--- src/rtl/mac16_dotprod_seq.sv ---
`default_nettype none
// ============================================================================
// Module   : mac16_dotprod_seq
// Brief    : Streams dot-product operand pairs into one MAC16 block and returns
//            the accumulated 32-bit result on a valid/ready port.
// Revision : 1.0 - initial release
// ============================================================================
module mac16_dotprod_seq #(
   parameter int          LEN_W    = 8,
   parameter int          MAC_LAT  = 3,
   parameter int          OUT_LAT  = 1,
   parameter logic [24:0] CBIT_CFG = 25'h0
) (
   input  logic             CLK,
   input  logic             RST,
   input  logic             START,
   input  logic [LEN_W-1:0] LEN,
   input  logic             SUB,
   output logic             BUSY,
   input  logic             OP_VALID,
   output logic             OP_READY,
   input  logic [15:0]      OP_A,
   input  logic [15:0]      OP_B,
   output logic [15:0]      MAC_A,
   output logic [15:0]      MAC_B,
   output logic             MAC_AHLD,
   output logic             MAC_BHLD,
   output logic             MAC_OHHLD,
   output logic             MAC_OLHLD,
   output logic             MAC_OHLDA,
   output logic             MAC_OLLDA,
   output logic             MAC_OHADS,
   output logic             MAC_OLADS,
   output logic [24:0]      MAC_CBIT,
   input  logic [31:0]      MAC_O,
   output logic             RES_VALID,
   input  logic             RES_READY,
   output logic [31:0]      RES
);

   localparam int                 c_cnt_w   = $clog2(OUT_LAT + 2);
   localparam logic [c_cnt_w-1:0] c_out_lat = c_cnt_w'(OUT_LAT);
   localparam logic [c_cnt_w-1:0] c_cnt_one = c_cnt_w'(1);
   localparam logic [LEN_W-1:0]   c_len_one = LEN_W'(1);

   typedef enum logic [1:0] {
      S_IDLE  = 2'd0,
      S_RUN   = 2'd1,
      S_DRAIN = 2'd2,
      S_HOLD  = 2'd3
   } state_t;

   state_t             r_state;
   state_t             w_state_nxt;
   logic [LEN_W-1:0]   r_len;
   logic [LEN_W-1:0]   r_issued;
   logic               r_sub;
   logic [15:0]        r_mac_a;
   logic [15:0]        r_mac_b;
   logic               r_ab_hld;
   logic [31:0]        r_res;
   logic [MAC_LAT-1:0] r_pipe_v;
   logic [MAC_LAT-1:0] r_pipe_first;
   logic [MAC_LAT-1:0] r_pipe_sub;
   logic [c_cnt_w-1:0] r_drain_cnt;
   logic [c_cnt_w-1:0] w_cnt_nxt;
   logic               w_hs;
   logic               w_last;
   logic               w_capture;
   logic               w_out_v;
   logic               w_upstream_v;
   logic               w_any_v;

   assign OP_READY     = (r_state == S_RUN);
   assign BUSY         = (r_state != S_IDLE);
   assign RES_VALID    = (r_state == S_HOLD);
   assign RES          = r_res;
   assign w_hs         = OP_VALID & OP_READY;
   assign w_last       = w_hs & (r_issued == (r_len - c_len_one));

   assign w_out_v      = r_pipe_v[MAC_LAT-1];
   assign w_any_v      = w_out_v | w_upstream_v;

   // Tokens still travelling towards the accumulator stage
   if (MAC_LAT > 1) begin : g_upstream
      assign w_upstream_v = |r_pipe_v[MAC_LAT-2:0];
   end else begin : g_no_upstream
      assign w_upstream_v = 1'b0;
   end

   assign MAC_A        = r_mac_a;
   assign MAC_B        = r_mac_b;
   assign MAC_AHLD     = r_ab_hld;
   assign MAC_BHLD     = r_ab_hld;
   assign MAC_OHHLD    = ~w_out_v;
   assign MAC_OLHLD    = ~w_out_v;
   assign MAC_OHLDA    = w_out_v & r_pipe_first[MAC_LAT-1];
   assign MAC_OLLDA    = w_out_v & r_pipe_first[MAC_LAT-1];
   assign MAC_OHADS    = w_out_v & r_pipe_sub[MAC_LAT-1];
   assign MAC_OLADS    = w_out_v & r_pipe_sub[MAC_LAT-1];
   assign MAC_CBIT     = CBIT_CFG;

   always_ff @(posedge CLK) begin
      if (RST) begin
         r_state <= S_IDLE;
      end else begin
         r_state <= w_state_nxt;
      end
   end

   always_comb begin
      w_state_nxt = r_state;
      w_capture   = 1'b0;
      w_cnt_nxt   = '0;
      case (r_state)
         S_IDLE: begin
            if (START) begin
               w_state_nxt = (LEN != '0) ? S_RUN : S_HOLD;
            end
         end
         S_RUN: begin
            if (w_last) begin
               w_state_nxt = S_DRAIN;
            end
         end
         S_DRAIN: begin
            w_cnt_nxt = r_drain_cnt;
            // The youngest token reaching the output is the final enable
            if (w_out_v && !w_upstream_v) begin
               if (OUT_LAT == 0) begin
                  w_capture = 1'b1;
               end else begin
                  w_cnt_nxt = c_cnt_one;
               end
            end else if (!w_any_v) begin
               if (r_drain_cnt == c_out_lat) begin
                  w_capture = 1'b1;
               end else begin
                  w_cnt_nxt = r_drain_cnt + c_cnt_one;
               end
            end
            if (w_capture) begin
               w_state_nxt = S_HOLD;
            end
         end
         S_HOLD: begin
            if (RES_READY) begin
               w_state_nxt = S_IDLE;
            end
         end
         default: begin
            w_state_nxt = S_IDLE;
         end
      endcase
   end

   always_ff @(posedge CLK) begin
      if (RST) begin
         r_len        <= '0;
         r_issued     <= '0;
         r_sub        <= 1'b0;
         r_mac_a      <= '0;
         r_mac_b      <= '0;
         r_ab_hld     <= 1'b1;
         r_res        <= '0;
         r_pipe_v     <= '0;
         r_pipe_first <= '0;
         r_pipe_sub   <= '0;
         r_drain_cnt  <= '0;
      end else begin
         r_drain_cnt <= w_cnt_nxt;
         r_ab_hld    <= ~w_hs;
         if ((r_state == S_IDLE) && START) begin
            r_len    <= LEN;
            r_sub    <= SUB;
            r_issued <= '0;
            if (LEN == '0) begin
               r_res <= '0;
            end
         end
         if (w_hs) begin
            r_mac_a  <= OP_A;
            r_mac_b  <= OP_B;
            r_issued <= r_issued + c_len_one;
         end
         for (int i = MAC_LAT - 1; i > 0; i--) begin
            r_pipe_v[i]     <= r_pipe_v[i-1];
            r_pipe_first[i] <= r_pipe_first[i-1];
            r_pipe_sub[i]   <= r_pipe_sub[i-1];
         end
         r_pipe_v[0]     <= w_hs;
         r_pipe_first[0] <= w_hs & (r_issued == '0);
         r_pipe_sub[0]   <= w_hs & r_sub;
         if (w_capture) begin
            r_res <= MAC_O;
         end
      end
   end

endmodule
`default_nettype wire

--- config.mk ---
export PLATFORM = sky130hd
export DESIGN_NAME = mac16_dotprod_seq
export DESIGN_NICKNAME = d
export VERILOG_FILES = /design/src/rtl/mac16_dotprod_seq.sv
export SDC_FILE = /design/constraint.sdc
export NUM_CORES = 1
export LEC_CHECK = 0
export CAP_MARGIN = 20
export CORE_AREA = 4 4 99 101
export DETAILED_ROUTE_END_ITERATION = 10
export DIE_AREA = 0 0 103 105
export PLACE_DENSITY = 0.84
export SETUP_SLACK_MARGIN = 0.2
export SYNTH_ARGS = -nofsm -noshare
export SYNTH_HDL_FRONTEND = slang
export SYNTH_SLANG_ARGS = --single-unit
export TNS_END_PERCENT = 50
--- constraint.sdc ---
create_clock -name CLK -period 5.8 [get_ports CLK]
set_clock_uncertainty 0.05 [all_clocks]
set_input_delay 1.16 -clock CLK [delete_from_list [all_inputs] [get_ports CLK]]
set_output_delay 1.16 -clock CLK [all_outputs]
set_load 0.01 [all_outputs]
### Yosys cells after proc, flatten, opt, wreduce, memory -nomap -nowiden

Index checks and enable logic that the tools add are counted.

| operators by class | value |
|---|---|
| multiplexer cells | 19 |
| reductions and logical operators | 18 |
| shifts and indexed selects | 0 |
| multipliers | 0 |
| magnitude comparators | 0 |
| add/sub/neg operators | 3 |
| divide/modulo/power cells | 0 |
| eq/ne operators | 11 |
| bitwise operators | 12 |

Operators with widths:

| kind | number |
|---|---|
| $mux W32 | 3 |
| $logic_not A8 Y1 | 2 |
| $mux W8 | 2 |
| $mux W2 | 5 |
| $add A8 B1 Y8 const B | 1 |
| $eq A8 B8 Y1 | 1 |
| $mux W1 | 8 |
| $pmux W2 S4 | 1 |
| $reduce_bool A2 Y1 | 4 |
| $reduce_bool A8 Y1 | 1 |
| $sub A8 B1 Y8 const B | 1 |
| $and A1 B1 Y1 | 6 |
| $ne A2 B1 Y1 const B | 3 |
| $ne A2 B2 Y1 const B | 3 |
| $reduce_and A2 Y1 | 3 |
| $not A1 Y1 | 5 |
| $eq A2 B1 Y1 const B | 2 |
| $eq A2 B2 Y1 const B | 2 |
| $reduce_and A4 Y1 | 1 |
| $reduce_or A2 Y1 | 2 |
| $reduce_or A3 Y1 | 1 |
| $add A2 B1 Y2 const B | 1 |
| $logic_and A1 B1 Y1 | 2 |
| $logic_not A2 Y1 | 1 |
| other kinds (2) | 2 |

| word-level totals | value |
|---|---|
| word-level logic and storage cells | 76 |
| bits in latches | 0 |
| bits in registers | 95 |
| input bits | 78 |
| RAM bits | 0 |
| memories | 0 |
| output and inout port bits | 100 |
| memory bits (read-only) | 0 |

### Depth between registers and ports, before layout

| depth | value |
|---|---|
| depth in word-level cells | 8 |
| gate-level depth with buffers | 9 |
| depth with buffers taken out | 8 |

### Worst setup path after synthesis

OpenSTA, ideal clock, no wires.

| path | value |
|---|---|
| kind | in2reg |
| start point | in START |
| end point | reg r_state[1] |
| setup time | 0.121 ns |
| cell stages on the path | 6 |
| setup slack | 3.293 ns |
| arrival | 2.336 ns |
| path buffers | 0 |
| data required time | 5.629 ns |
| cells stage by stage | inv_1 -> a222oi_1 -> nand4_1 -> o31ai_1 -> nand3_1 -> mux2_4 |

| between the ends | value |
|---|---|
| cells in the longest elaborated chain, start to end | 2 |

Ends and longest elaborated chain:

| element | line | RTL |
|---|---|---|
| start: declaration | 16 | `input logic START,` |
| $ne A2 B2 Y1 (no line) | n/a |  |
| $reduce_and A4 Y1 (no line) | n/a |  |
| end signal: assignment | 107 | `r_state <= w_state_nxt;` |
| end: declaration | 53 | `state_t r_state;` |

Every way passes these cells.
A chain may end at the register's enable or synchronous reset.

### Final worst setup path

| path | value |
|---|---|
| start point | reg r_state[0] |
| end point | out BUSY |

| between the ends | value |
|---|---|
| cells in the longest elaborated chain, start to end | 1 |

Ends and longest elaborated chain:

| element | line | RTL |
|---|---|---|
| $reduce_bool A2 Y1 | 75 | `assign BUSY = (r_state != S_IDLE);` |
| end: declaration | 19 | `output logic BUSY,` |

Every way passes these cells.

==> impl_metrics.tcl <==
set metrics [dict create \
    io_buffers 152 \
    cts.repair.resized 0 \
    clock_latency_ps 350 \
    num_io_pins 178 \
    yosys.area_share.adder_pct 2.86 \
    yosys.cell_count.top_type "dfxtp_1" \
    holdBufCountCts 0 \
    grt_max_degree 49 \
    status "finished, final reports clean" \
    async_reset_ff_share_pct 0 \
    grt_pass1_wl_um 16400 \
    synth_cell_types 42 \
    slew_headroom_pct 39.3 \
    detail_route.wl_per_cell_um 14.1 \
    hp-class "reg2reg" \
    gr-usage-met3_pct 4.07 \
    use_met2_pct 32.1 \
    arrival_ps 1700 \
    ys_top_cells_by_area "dfxtp_1 48%, nand2_1 8.5%, a21oi_1 6.5%" \
    die_w_um 103 \
    syn_inst 471 \
    p_sw_uw 438 \
    fillers 798 \
    clkTransAtPathRegs_ps 90 \
    clockRootBuffer "clkbuf_8" \
    nets 693 \
    avgViaCountPerCell 5.03 \
    synth_compound_area_share_pct 15.2 \
    crit_type "reg2out" \
    antenna_found_initial 0 \
    syn_area_per_cell_sq_um 8.35 \
    grt-ovfl-total 0 \
    r2r_slack_ps 3380 \
    drtPass1Iterations 4 \
    num_vias 3632 \
    dieArea_sq_um 10800 \
    clkSinkCount 95 \
    synth_edf_count 0 \
    post-dp-hpwl_um 7590 \
    power.share.sequential_pct 48.7 \
    ys_seq_elements 95 \
    grtUsageTotal_pct 18.8 \
    synth_mux_area_share_pct 1.18 \
    period_share_pct 50.1 \
    synth_top_family_by_area "simple AND/OR/NAND/NOR gates" \
    power.leakage_nw 2.07 \
    wl_um 10200 \
    r2r_end "r_state[1]" \
    drtAntennaViolNets 0 \
    setup_viol 0 \
    ir_worst_vdd_mv 0.109 \
    grt_pass1_vias 3535 \
    h-tree-depth 3 \
    rsz0062_at_grt "false" \
    holdWs_ps 401 \
    p_total_mw 1.47 \
    drive_gt1_share_pct 4.26 \
    ys_seq_area_share_pct 48.3 \
    synth-simple-area-share_pct 20.5 \
    worstMarginPinSlew_ps 907 \
    netSwitchingFraction_pct 29.8 \
    worst-r2r-cell-count 7 \
    fin_setup_tns_ps 0 \
    clk_path_buf_depth 2 \
    slew_viol_final 0 \
    required_ps 4590 \
    start_util_pct 43.6 \
    yosys_warnings 0 \
    die_h_um 105 \
    drv_cap 0 \
    synth_xor_xnor_area_share_pct 2.23 \
    area_growth_pct 42.6 \
    cp_max_fo 4 \
    cts_tree "built" \
    diodes 0 \
    powerDensity_nw_per_um2 262 \
    cts_made_buffers 9 \
    cts_setup_buffers 0 \
    worstSetupEndpointType "output port" \
    grt.met1_usage_pct 22.0 \
    top_usage_layer "met2" \
    gp_congestion 0.865 \
    power.internal_mw 1.03 \
    regToRegStartpoint "r_drain_cnt[0]" \
    timing.fmax_mhz 344 \
    drc 0 \
    synth_flop_cell "dfxtp_1" \
    endpoint "BUSY" \
    placementRows 35 \
    core-area_sq_um 9020 \
    syn_area_sq_um 3930 \
    yosysTopAreaCell "dfxtp_1" \
    cp-startpoint "r_state[0]" \
    comb_power_share_pct 23.5 \
    synth_common_cells "95 x dfxtp_1, 89 x nand2_1, 52 x nor2_1" \
    pwr-share-clk_pct 27.7 \
    yosysTopAreaCellShare_pct 48.3 \
    drtIter0Drc 155 \
    start_kind "flip-flop" \
    hold_viol 0 \
    layout_min_cycle_time_ps 2910 \
]
-- metal layers --
metal	routed length (um)	part of all wire, %
met4	227	2.2
met2	5230	51
met5	0	0
met3	782	7.7
met1	3980	39
-- how the worst min path moves through the flow --
stage / from / end / depth (start not counted)
floorplan: r_pipe_first[0] / r_pipe_first[1] / 1
global placement: r_pipe_first[1] / r_pipe_first[2] / 1
detailed placement: r_pipe_first[1] / r_pipe_first[2] / 1
CTS: r_pipe_first[1] / r_pipe_first[2] / 1
global route: r_pipe_first[0] / r_pipe_first[1] / 1
finish: r_pipe_first[1] / r_pipe_first[2] / 1
-- sequential cells by signal, summed over array words and instances (netlist names) --
name / cells
r_pipe_sub: 3
r_issued: 8
MAC_A: 16
r_state: 2
MAC_B: 16
RES: 32
r_pipe_first: 3
r_len: 8
r_drain_cnt: 2
MAC_AHLD: 1
r_pipe_v: 3
r_sub: 1
-- metrics by stage --
stage | utilization [%] | worst slack (ps) | cells | area (sq um)
floorplan | - | 3290 | 495 | 4020
global placement | 59.7 | 2400 | 704 | 5380
detailed placement | 60.2 | 2560 | 706 | 5430
CTS | 62.2 | 2870 | 722 | 5610
global route | 62.2 | 2800 | 722 | 5610
finish | 62.2 | 2890 | 722 | 5610
-- cell type report --
class                           count  area [sq um]  area share, %
Sequential cell                    95          1900           33.9
Multi-Input combinational cell    329          1750           31.2
Timing Repair Buffer              157          1580           28.2
Clock buffer                       11           141           2.52
Tap cell                          111           139           2.48
Inverter                           14          52.6          0.937
Clock inverter                      5          40.0          0.714
-- layout by cell type, fill, tap and decap left out, types with 2 or more instances in the layout --
cell type          n
and2_1             4
nand2b_1           4
ha_1               9
clkbuf_8          10
a211oi_1           4
clkdlybuf4s50_1  151
a21oi_1           50
nor4_1             3
nor2b_1            7
dfxtp_1           95
a22oi_1           33
nand2_1           89
xor2_1             6
buf_4              3
nand3_1            8
inv_1             14
conb_1            25
nand4_1            3
or4_1              2
mux2i_1            2
nor3b_1            2
clkinvlp_4         2
nor3_1             3
nand3b_1           2
nor2_1            51
xnor2_1            4
-- power by group through the flow --
stage	clock network, mW	logic (mW)	registers, mW
2_1_floorplan	0	0.190	0.737
3_5_place_dp	0	0.347	0.731
4_1_cts	0.423	0.349	0.716
5_1_grt	0.447	0.381	0.721
6_report	0.408	0.345	0.716
3_3_place_gp	0	0.327	0.728
-- worst max-delay path, cell delays in order (launching register included) --
cell,delay [ps]
dfxtp_1,400
inv_1,100
ha_1,230
inv_1,80
clkdlybuf4s50_1,530
-- logic make-up (layout without fill, tap and decap cells) --
logic type | after synthesis | after routing
other | 1 | 25
AOI/OAI and AO/OA | 96 | 96
adders and majority gates | 9 | 9
xor gates and xnor gates | 10 | 10
buffers and inverters | 71 | 187
muxes | 4 | 4
and+or+nand+nor | 185 | 185
DFF | 95 | 95
No activity file was read; power rests on OpenSTA's default activity.
